--- src/rtl/stream_upsizer.sv ---
// stream_upsizer: packs RATIO narrow valid/ready beats into one wide registered word, first beat in lane 0.
// Optional STREAM_UPSIZER_LAST_EN adds in_last (early close), out_keep and out_last.
module stream_upsizer #(
   parameter int IN_WIDTH = 8,
   parameter int RATIO    = 4
) (
   input  logic                         clk,
   input  logic                         reset,
   input  logic [IN_WIDTH-1:0]          in_data,
   input  logic                         in_valid,
   output logic                         in_ready,
`ifdef STREAM_UPSIZER_LAST_EN
   input  logic                         in_last,
   output logic [RATIO-1:0]             out_keep,
   output logic                         out_last,
`endif
   output logic [IN_WIDTH*RATIO-1:0]    out_data,
   output logic                         out_valid,
   input  logic                         out_ready
);

   localparam int LW = (RATIO > 1) ? $clog2(RATIO) : 1;
   localparam int OW = IN_WIDTH * RATIO;
   localparam int AW = IN_WIDTH * (RATIO - 1);
   localparam logic [LW-1:0] LAST_LANE = LW'(RATIO - 1);

   logic [LW-1:0] lane_r;
   logic [AW-1:0] acc_r;
   logic          reset_q_r;

   logic          rx_s;
   logic          tx_s;
   logic          closing_s;
   logic [OW-1:0] acc_ext_s;
   logic [OW-1:0] word_s;
`ifdef STREAM_UPSIZER_LAST_EN
   logic [RATIO-1:0] keep_s;
`endif

   // Handshakes, closing detection and the word a closing beat would produce
   always_comb begin
      acc_ext_s = {{IN_WIDTH{1'b0}}, acc_r};
      word_s    = {OW{1'b0}};
`ifdef STREAM_UPSIZER_LAST_EN
      keep_s    = {RATIO{1'b0}};
      // in_last may close any lane, so no lookahead on the lane count here
      in_ready  = !reset_q_r && (!out_valid || out_ready);
      closing_s = (lane_r == LAST_LANE) || in_last;
`else
      in_ready  = !reset_q_r && (!out_valid || out_ready || (lane_r != LAST_LANE));
      closing_s = (lane_r == LAST_LANE);
`endif
      rx_s = in_valid && in_ready;
      tx_s = out_valid && out_ready;
      for (int k = 0; k < RATIO; k++) begin
         if (LW'(k) < lane_r) begin
            word_s[k*IN_WIDTH +: IN_WIDTH] = acc_ext_s[k*IN_WIDTH +: IN_WIDTH];
`ifdef STREAM_UPSIZER_LAST_EN
            keep_s[k] = 1'b1;
`endif
         end else if (LW'(k) == lane_r) begin
            word_s[k*IN_WIDTH +: IN_WIDTH] = in_data;
`ifdef STREAM_UPSIZER_LAST_EN
            keep_s[k] = 1'b1;
`endif
         end else begin
            word_s[k*IN_WIDTH +: IN_WIDTH] = {IN_WIDTH{1'b0}};
         end
      end
   end

   // Lane counter, accumulator and registered output word
   always_ff @(posedge clk) begin
      if (reset) begin
         lane_r    <= {LW{1'b0}};
         acc_r     <= {AW{1'b0}};
         out_data  <= {OW{1'b0}};
         out_valid <= 1'b0;
         reset_q_r <= 1'b1;
`ifdef STREAM_UPSIZER_LAST_EN
         out_keep  <= {RATIO{1'b0}};
         out_last  <= 1'b0;
`endif
      end else begin
         reset_q_r <= 1'b0;
         if (rx_s && closing_s) begin
            out_data  <= word_s;
            out_valid <= 1'b1;
            lane_r    <= {LW{1'b0}};
            acc_r     <= {AW{1'b0}};
`ifdef STREAM_UPSIZER_LAST_EN
            out_keep  <= keep_s;
            out_last  <= in_last;
`endif
         end else begin
            if (rx_s) begin
               for (int k = 0; k < RATIO - 1; k++) begin
                  if (LW'(k) == lane_r) begin
                     acc_r[k*IN_WIDTH +: IN_WIDTH] <= in_data;
                  end
               end
               lane_r <= lane_r + LW'(1);
            end
            if (tx_s) begin
               out_valid <= 1'b0;
            end
         end
      end
   end

endmodule

--- config.mk ---
export PLATFORM = sky130hd
export DESIGN_NAME = stream_upsizer
export DESIGN_NICKNAME = d
export VERILOG_FILES = /design/src/rtl/stream_upsizer.sv
export SDC_FILE = /design/constraint.sdc
export NUM_CORES = 1
export LEC_CHECK = 0
export ABC_CLOCK_PERIOD_IN_PS = 1900
export CAP_MARGIN = 25
export CORE_ASPECT_RATIO = 0.6
export CORE_MARGIN = 1
export CORE_UTILIZATION = 47
export CTS_CLUSTER_DIAMETER = 100
export DETAILED_ROUTE_END_ITERATION = 10
export GPL_TIMING_DRIVEN = 0
export PLACE_DENSITY = 0.85
export SYNTH_ARGS = -nofsm -noshare
export SYNTH_HDL_FRONTEND = slang
export SYNTH_SLANG_ARGS = --single-unit
--- constraint.sdc ---
create_clock -name clk -period 1.9 [get_ports clk]
set_input_delay 0.285 -clock clk [delete_from_list [all_inputs] [get_ports clk]]
set_output_delay 0.285 -clock clk [all_outputs]
set_load 0.01 [all_outputs]
==> results by group <==
Routing
  • WL/cell: 17.9 µm
  • # DRC: 0
  • Post-DRT Antenna Nets: 0
  • Initial DRC Count: approximately 210
  • Pre-antenna DRT Iters: 5
  • Total Wirelength: roughly 7800 µm
  • DR vias/cell: 6.09
  • Vias after detailed routing: roughly 2600

Critical path
  • Kind of critical path: reg2out
  • Crit. Startpoint: lane_r[0]
  • Crit path cell chain: ha_4 -> and3b_1 -> buf_6 -> clkbuf_8 -> nor2_4 -> buf_2
  • Max incr delay on CP: between 300 and 400 ps
  • Element type at the critical path end: output pin
  • Worst R2R Start: lane_r[1]
  • Critical Path AT: around 1600 ps
  • CP delay by family, top: buffers and inverters
  • Critical path peak fanout: 10
  • Critical path buffers and inverters: 3
  • Worst Setup Start Kind: flip-flop
  • CP max stage cell: dfxtp_4
  • WP data required: approximately 1600 ps

Layout
  • Fin nets: 380
  • Layout cell share with drive strength beyond 1: 0.144
  • Final std cells w/o fill: 433
  • Area delta synth->final: 27.7%
  • Ant diodes: 0

Floorplan
  • Starting Density: 0.509
  • Width of the die: a little under 100 µm
  • Die Area: roughly 6000 µm²
  • # rows: 20
  • Die Ht: a little over 60 µm
  • Ports: 46
  • Core area: around 5300 µm²

Yosys
  • Mux contribution to synthesized area: 0.0299
  • Combinational family with the most area after synthesis: compound AO/OA/AOI/OAI gates
  • Synth area leaders: dfxtp_1, a21oi_1, nand3_1, o21ai_0, a311oi_1
  • Synth Register Bits: 60
  • Syn Nets: between 300 and 400
  • Post-synth cell types: 25
  • Syn Std Cell Area: 2680 µm²
  • Adder-cell share of the synthesized area: 0.0234
  • Post-Synth Simple-Gate Area: 0.167
  • Post-synth top area share: 0.449
  • Syn_area_per_cell: a little under 9 µm²
  • Cell taking the most area after synthesis: dfxtp_1
  • Post-synth EDFFs: 0
  • Ys async rst share: 0
  • Most common cell in the synthesized netlist: dfxtp_1
  • Post-Synth XOR/XNOR Area: 0
  • Sequential element share of the synthesized area: 0.449
  • Synth cell count leaders: dfxtp_1, a21oi_1, nand3_1, o21ai_0
  • Synth Area in Compound Gates: 0.267
  • Synthesis warning total: 0
  • Main synth FF type: dfxtp_1
  • Syn Inst Count: between 300 and 400

Timing
  • Least-Margin Pin Slew: between 500 and 600 ps
  • Setup TNS Final: 0 ps
  • Pins Over Slew Limit: 0
  • RSZ-0062 raised after global routing: false
  • Min cycle time layout: roughly 1800 ps
  • Final period utilization: 0.965
  • # setup viols final: 0
  • Clock skew: between 9 and 10 ps
  • FMAX: 0.545 GHz
  • Relative slew margins: 0.644
  • Final hold vios: 0

Pwr
  • Sequential power share: 0.534
  • Switching share of power: 0.249
  • Peak supply drop: between 0.4 and 0.5 mV
  • Internal: 1.81 mW
  • Static Leak: 1.13 nW
  • PwrDens: a little over 700 nW/µm²
  • Switch Pwr: roughly 0.6 mW
  • Combinational Power Share: 0.079
  • Pwr Total: between 2 and 2.5 mW
  • Clock share of power: 0.387

CTS
  • Later-pin clock latency in the skew report: between 300 and 400 ps
  • Clock-pin slew on the worst setup and hold paths: about 70 ps
  • CTS tree: built
  • CTS Buf Count: 9
  • CTS root buffer: clkbuf_8
  • Clock tree buffer depth: 2
  • H-Tree Depth: 3
  • Num Clock Sinks: 60

Hold path
  • Hold WC Path Type: in2reg
  • Hold_sp: reset

Global route
  • First-pass GRT wire length: around 12000 µm
  • Initial antenna violation count: 0
  • Vias in the first global route: between 2000 and 2500
  • Largest net degree at the start of global routing: 11
  • Total GRT Usage: 0.271
  • Total global routing overflow: 0

Status
  • Status: finished clean

Placement
  • Hpwl dp: between 5000 and 6000 µm
  • Input/output buffers: 44
  • Placed Cells: around 420
  • Gpl congestion: approximately 0.91

Run
  • Max Cap Viol: 0
## metal layers
layer  GRT usage  vias up  wire [µm]
li1            -     1238          -
met1       0.375     1237       3550
met2       0.402      145       3260
met3      0.0899       17        780
met4      0.0945        0        157
met5           0        -          0
## stage by stage
step	setup WS (ps)	util	area, µm²	hold WS [ps]
floorplan	71.3	-	2680	313
global placement	-493	0.609	3200	461
detailed placement	-490	0.609	3200	465
CTS	23.9	0.643	3380	427
global route	2.31	0.650	3420	424
finish	65.7	0.650	3420	442
## power groups by stage
stage	clock network, mW	logic (mW)	registers (mW)
finish	0.932	0.190	1.29
global route	0.998	0.203	1.29
CTS	0.940	0.181	1.29
detailed placement	0	0.180	1.31
global placement	0	0.175	1.31
floorplan	0	0.104	1.31
## cell type report
class / instances / area [µm²]
buffer: 30 / 176
timing repair buffer: 48 / 465
sequential: 60 / 1210
clock inverter: 3 / 15.0
inverter: 2 / 12.5
tap: 66 / 82.6
clock buffer: 12 / 135
fill: 469 / 1840
multi-input combinational: 212 / 1320
## worst paths after layout
path                            cells past startpoint   endpoint  slack (ps)
worst max-delay path                                6   in_ready          70
worst min-delay path                                1  reset_q_r         440
worst max register to register                      7  acc_r[10]         120
worst min register to register                      2   acc_r[3]         480
## logic make-up after synthesis
| family | count (synthesis) |
|---|---|
| multiplexers | 8 |
| adder cells (fa/ha/maj) | 5 |
| AND/OR/NAND/NOR | 81 |
| buffers and inverters | 34 |
| AO/OA/AOI/OAI | 118 |
| flip-flops | 60 |
## cell usage in the layout, fill, tap and decap left out
cell type,instances
dfxtp_4,1
buf_2,11
clkbuf_4,1
dfxtp_1,58
nand3b_1,13
a211oi_1,8
or3_1,1
nor2_4,1
ha_4,1
a21oi_1,48
clkinv_4,1
a311oi_1,16
a21oi_2,11
nor2b_1,1
and3b_1,4
buf_1,2
nand2b_1,2
nand3_1,40
buf_6,5
clkdlybuf4s50_1,43
mux2i_1,8
clkbuf_8,10
buf_4,4
clkbuf_1,14
ha_1,4
nand2_1,16
o21ai_0,24
o21ai_1,10
clkinv_2,3
nor2_2,1
or3b_2,1
dfxtp_2,1
a21o_1,1
inv_1,1
and3b_2,1
## worst register-to-register path, delay by kind of cell, from the launching register on
family / cells / cell delay [ps]
DFF: 1 / 350
AOI/OAI and AO/OA: 1 / 150
and+or+nand+nor: 2 / 540
adders and majority gates: 1 / 140
buffers and inverters: 3 / 530
## flip-flops by register name (all words and copies together) (netlist names)
name	count
out_data	32
acc_r	24
out_valid	1
reset_q_r	1
lane_r	2
## repair_timing
item,CTS,global route
hold buffers,0,0
setup endpoints to repair,26,18
setup buffers,0,4
pin swaps,0,3
resized for setup,17,14
Power figures use the tool's default switching activity.
